File: src/rtl/bus_arb.sv
// bus_arb: shares the single external memory bus between the instruction-fetch
// refill port (I) and the data refill/writeback port (D). Each grant is a
// BEATS-long line burst. The arbiter generates the beat addresses and steers the
// beat acknowledges. An atomic lock lets D keep the bus across several bursts.
//
// Ports:
//   clk, rst_n          clock, asynchronous active-low reset
//   i_req/i_addr/i_ack  I-port request, line address, beat acknowledge
//   d_req/d_we/d_addr   D-port request, write flag, line address
//   d_wdata/d_ack       D-port write data for the current beat, beat acknowledge
//   amo_req/amo_ack     atomic lock request, lock-held indication
//   rdata               read data, combinational pass-through of b_rdata
//   b_*                 external bus beat interface
//   gnt                 status: 00 idle, 01 I, 10 D
module bus_arb #(
  parameter int unsigned BEATS = 8,
  parameter int unsigned AW    = 64,
  parameter int unsigned DW    = 64
) (
  input  logic          clk,
  input  logic          rst_n,
  input  logic          i_req,
  input  logic [AW-1:0] i_addr,
  output logic          i_ack,
  input  logic          d_req,
  input  logic          d_we,
  input  logic [AW-1:0] d_addr,
  input  logic [DW-1:0] d_wdata,
  output logic          d_ack,
  input  logic          amo_req,
  output logic          amo_ack,
  output logic [DW-1:0] rdata,
  output logic          b_req,
  output logic          b_we,
  output logic [AW-1:0] b_addr,
  output logic [DW-1:0] b_wdata,
  input  logic [DW-1:0] b_rdata,
  input  logic          b_ack,
  output logic [1:0]    gnt
);

  localparam int unsigned BW         = $clog2(BEATS);
  localparam int unsigned LINE_BYTES = BEATS * DW / 8;
  localparam int unsigned BYTE_OFF   = $clog2(DW / 8);
  localparam logic [AW-1:0] OFF_MASK = AW'(LINE_BYTES - 1);
  localparam logic [BW-1:0] LAST_BEAT = BW'(BEATS - 1);

  // Encoding doubles as the gnt status value.
  typedef enum logic [1:0] {
    IDLE  = 2'b00,
    GNT_I = 2'b01,
    GNT_D = 2'b10
  } state_e;

  state_e        state_q, state_d;
  logic [BW-1:0] beat_q, beat_d;
  logic          last_d_q, last_d_d;   // 1: D won the last burst
  logic          lock_q, lock_d;
  logic          active_q, active_d;   // a burst is in flight (b_req held regardless of req)
  logic          b_req_c;
  logic [AW-1:0] sel_addr_c;

  // State register.
  always_ff @(posedge clk or negedge rst_n) begin
    if (!rst_n) begin
      state_q  <= IDLE;
      beat_q   <= '0;
      last_d_q <= 1'b1;
      lock_q   <= 1'b0;
      active_q <= 1'b0;
    end else begin
      state_q  <= state_d;
      beat_q   <= beat_d;
      last_d_q <= last_d_d;
      lock_q   <= lock_d;
      active_q <= active_d;
    end
  end

  // Bus-side outputs and acknowledge steering.
  always_comb begin
    b_req_c    = 1'b0;
    b_we       = 1'b0;
    b_wdata    = '0;
    i_ack      = 1'b0;
    d_ack      = 1'b0;
    sel_addr_c = '0;
    unique case (state_q)
      GNT_I: begin
        b_req_c    = 1'b1;
        sel_addr_c = i_addr;
        b_wdata    = d_wdata;
        i_ack      = b_ack;
      end
      GNT_D: begin
        // Between locked bursts the bus idles until D asks again.
        b_req_c    = active_q | d_req;
        sel_addr_c = d_addr;
        b_we       = d_we;
        b_wdata    = d_wdata;
        d_ack      = b_ack & b_req_c;
      end
      default: ;
    endcase
  end

  assign b_req   = b_req_c;
  assign b_addr  = (state_q == IDLE) ? '0
                 : ((sel_addr_c & ~OFF_MASK) | (AW'(beat_q) << BYTE_OFF));
  assign rdata   = b_rdata;
  assign gnt     = state_q;
  assign amo_ack = lock_q && (state_q == GNT_D);

  // Next-state: arbitration, beat counting, lock handling.
  always_comb begin
    state_d  = state_q;
    beat_d   = beat_q;
    last_d_d = last_d_q;
    lock_d   = lock_q;
    active_d = active_q;
    unique case (state_q)
      IDLE: begin
        active_d = 1'b0;
        if (d_req && amo_req) begin
          state_d  = GNT_D;
          lock_d   = 1'b1;
          active_d = 1'b1;
        end else if (i_req && d_req) begin
          state_d  = last_d_q ? GNT_I : GNT_D;
          active_d = 1'b1;
        end else if (i_req) begin
          state_d  = GNT_I;
          active_d = 1'b1;
        end else if (d_req) begin
          state_d  = GNT_D;
          active_d = 1'b1;
        end
      end
      GNT_I, GNT_D: begin
        if (b_req_c && b_ack) begin
          if (beat_q == LAST_BEAT) begin
            beat_d   = '0;
            last_d_d = (state_q == GNT_D);
            active_d = 1'b0;
            if (!(lock_q && amo_req)) begin
              state_d = IDLE;
              lock_d  = 1'b0;
            end
          end else begin
            beat_d   = beat_q + BW'(1);
            active_d = 1'b1;
          end
        end else if (b_req_c) begin
          active_d = 1'b1;
        end else if (lock_q && !amo_req) begin
          // Lock released while no burst is in flight.
          state_d = IDLE;
          lock_d  = 1'b0;
        end
      end
      default: state_d = IDLE;
    endcase
  end

endmodule

File: config.mk
export PLATFORM = sky130hd
export DESIGN_NAME = bus_arb
export DESIGN_NICKNAME = d
export VERILOG_FILES = /design/src/rtl/bus_arb.sv
export SDC_FILE = /design/constraint.sdc
export NUM_CORES = 1
export LEC_CHECK = 0
export ABC_AREA = 1
export BUFFER_PORTS_ARGS = -buffer_cell sky130_fd_sc_hd__buf_2
export CORE_AREA = 2 2 181 183
export DETAILED_ROUTE_END_ITERATION = 8
export DIE_AREA = 0 0 183 185
export HOLD_SLACK_MARGIN = 0.12
export SYNTH_ARGS = -nofsm -noshare
export SYNTH_HDL_FRONTEND = slang
export SYNTH_SLANG_ARGS = --single-unit
File: constraint.sdc
create_clock -name clk -period 4.35 [get_ports clk]
set_input_delay 0.2175 -clock clk [delete_from_list [all_inputs] [get_ports clk]]
set_output_delay 0.2175 -clock clk [all_outputs]
set_load 0.02 [all_outputs]
==> results.md <==
- RSZ-0062 raised after global routing: no
- # IOs: 462
- # nets final: 992
- CTS tree: done
- Drt wl/cell: 10.8 µm
- Leading cell types in the layout, fill and taps excluded: buf_2, nand2_1, inv_1, a21oi_1
- Clock Skew: 0.00116 ns
- H-tree levels: 1
- Count of different cell masters after synthesis: 21
- Final min period: 2.71 ns
- Synth Register Bits: 8
- DIE AREA: 33,900 µm²
- Crit Reg-Reg Startpoint: gnt[0]$_DFFE_PN0P_
- Peak supply drop: 0.228 mV
- Cells after Synth: 487
- Die span in x: 183 µm
- DRC errors left: 0
- Hpwl dp: 10,300 µm
- ANT cells: 0
- Final hold slack: 0.366 ns
- Layout Utilization: 12.7%
- Vias: 3,629
- First-pass GRT wire length: 15,400 µm
- Post-Route Setup TNS: 0 ns
- Final wirelength: 12,100 µm
- Multi-input gate area: 1340 µm²
- Fin. max-slew vios: 0
- Slew margin rel.: 32.6%
- Hold Fails Final Rpt: 0
- Critical Path AT: 2.49 ns
- Ratio of cells with drive above 1 in the final layout: 47.2%
- CTS Sinks: 8
- Die span in y: 185 µm
- Slew @ Worst Pin: 1.01 ns
- Core area: 32,000 µm²
- Max Fclk: 370 MHz
- Synth area leader: nand2_1
- Critical Path RT: 4.13 ns
- GRT met3 Usage: 1.89%
- Leak: 0.00267 µW
- Clock Pin Slew Worst Setup and Hold Paths: 0.04 ns
- Root buf cell: clkbuf_16
- Crit path max fanout: 43
- GRT Util Overall: 5.94%
- Yosys warning count: 0
- Met2 usage: 9.02%
- Final Cycle Share: 62.2%
- Final setup fails: 0
- CTS Buffer Depth: 2
- Seq. cell area: 201 µm²
- Initial antenna violation count: 0
- Row Count: 66
- Grt ovf: 0
- DR iter-0 viols: 150
- Post-synth top area share: 31.2%
- Worst setup path startpoint: gnt[0]$_DFFE_PN0P_
- Hold/Removal Path Class: input pin to async pin
- Worst-skew pair later-pin latency: 0.23 ns
- Sequential cell area fraction in the yosys report: 8.05%
- Vias in the first global route: 2,832
- Finished Cell Area: 4070 µm²
- DRT antenna net count: 0
- Top post-synthesis cells by area: nand2_1, buf_4, a21oi_1, inv_1, dfrtp_1
- CP Launch Type: register
- Largest net degree at the start of global routing: 70
- Drt first pass iters: 4
- Outcome: completed
- TritonCTS buffer count: 3
- Post-DR vias/cell: 3.21
- Global route hottest layer: met2
- Buffers on Ports: 318
- Commonest non-fill, non-tap cell in the layout: buf_2
- Placed standard-cell area: 3980 µm²
- Max cap viols: 0
- Initial Utilization: 7.81%
- Syn Area/Cell: 5.14 µm²
- WS Path Type: register to output pin
- Met1 GRT Util: 7.46%
- Area Overhead vs Synth: 62.8%
- PwrDens: 522 nW/µm²
- Global placement routability congestion: 0.726
- Fill cells: 3,751
- Netlist area before placement: 2500 µm²
- Worst setup EP type: output pin
[power breakdown]
group          internal [µW]  switching (µW)  total (µW)
sequential               113            30.2         143
combinational            543            1280        1820
clock                    122            37.9         160
[cell type report]
type | instances | share of cell area [%]
clock buffers | 4 | 1.94
inverters | 83 | 7.65
multi-input cells | 303 | 32.9
flip-flops and latches | 8 | 4.95
well taps | 408 | 12.5
repair buffers | 323 | 40.1
[what timing repair did]
item                      CTS  global route
buffers inserted            0             0
hold endpoints to repair    8             0
hold buffers                1             0
resized for setup           0             0
[synth_stat cells (all sizes together)]
library cell  instances
o21ai                 4
dfstp                 1
a21oi                63
nand4                 3
conb                  1
o21bai                1
dfrtp                 7
nand3                 5
nor2                  7
nand2               210
buf                  92
inv                  83
ha                    7
clkbuf                3
[per-layer routing]
metal	part of all wire, %	wire (µm)	vias up
met2	43	5280	225
met5	0	0	-
met3	11	1330	44
met1	41	4930	1527
li1	-	-	1833
met4	4.9	597	0
[path summary, 6_finish.rpt]
check / end / slack (ns) / cells past startpoint
worst max-delay path: b_addr[17] / 1.64 / 6
worst min-delay path: active_q$_DFFE_PN0P_ / 0.37 / 2
worst max register to register: gnt[0]$_DFFE_PN0P_ / 2.05 / 9
worst min register to register: last_d_q$_DFFE_PN1P_ / 0.46 / 2
max in group asynchronous: last_d_q$_DFFE_PN1P_ / 3.74 / 2
min in group clk: last_d_q$_DFFE_PN1P_ / 0.40 / 5
[state kept, by name, summed over array words and instances, names as in the netlist]
signal / count
beat_q: 3
gnt: 2
active_q: 1
last_d_q: 1
lock_q: 1
[worst max-delay path, cell delays in order (launching register included)]
cell	delay, ns
dfrtp_1	0.42
inv_1	0.14
ha_2	0.87
buf_4	0.36
nand2_1	0.07
a21oi_1	0.17
buf_2	0.19
[cell families after synthesis]
family | count (synthesis) | synth area share (%)
buffers and inverters | 178 | 39.1
AND/OR/NAND/NOR | 225 | 35.3
adder cells (fa/ha/maj) | 7 | 3.50
AO/OA/AOI/OAI | 68 | 13.9
other | 1 | 0.150
flip-flops | 8 | 8.05
[per-stage QoR]
step / instances / setup WS [ns] / total power (µW)
floorplan: 489 / 2.39 / 1490
global placement: 1124 / 1.91 / 1980
finish: 1129 / 1.64 / 2130
global route: 1129 / 1.47 / 2340
detailed placement: 1124 / 1.83 / 2000
CTS: 1129 / 1.58 / 2170
Power figures use the tool's default switching activity.
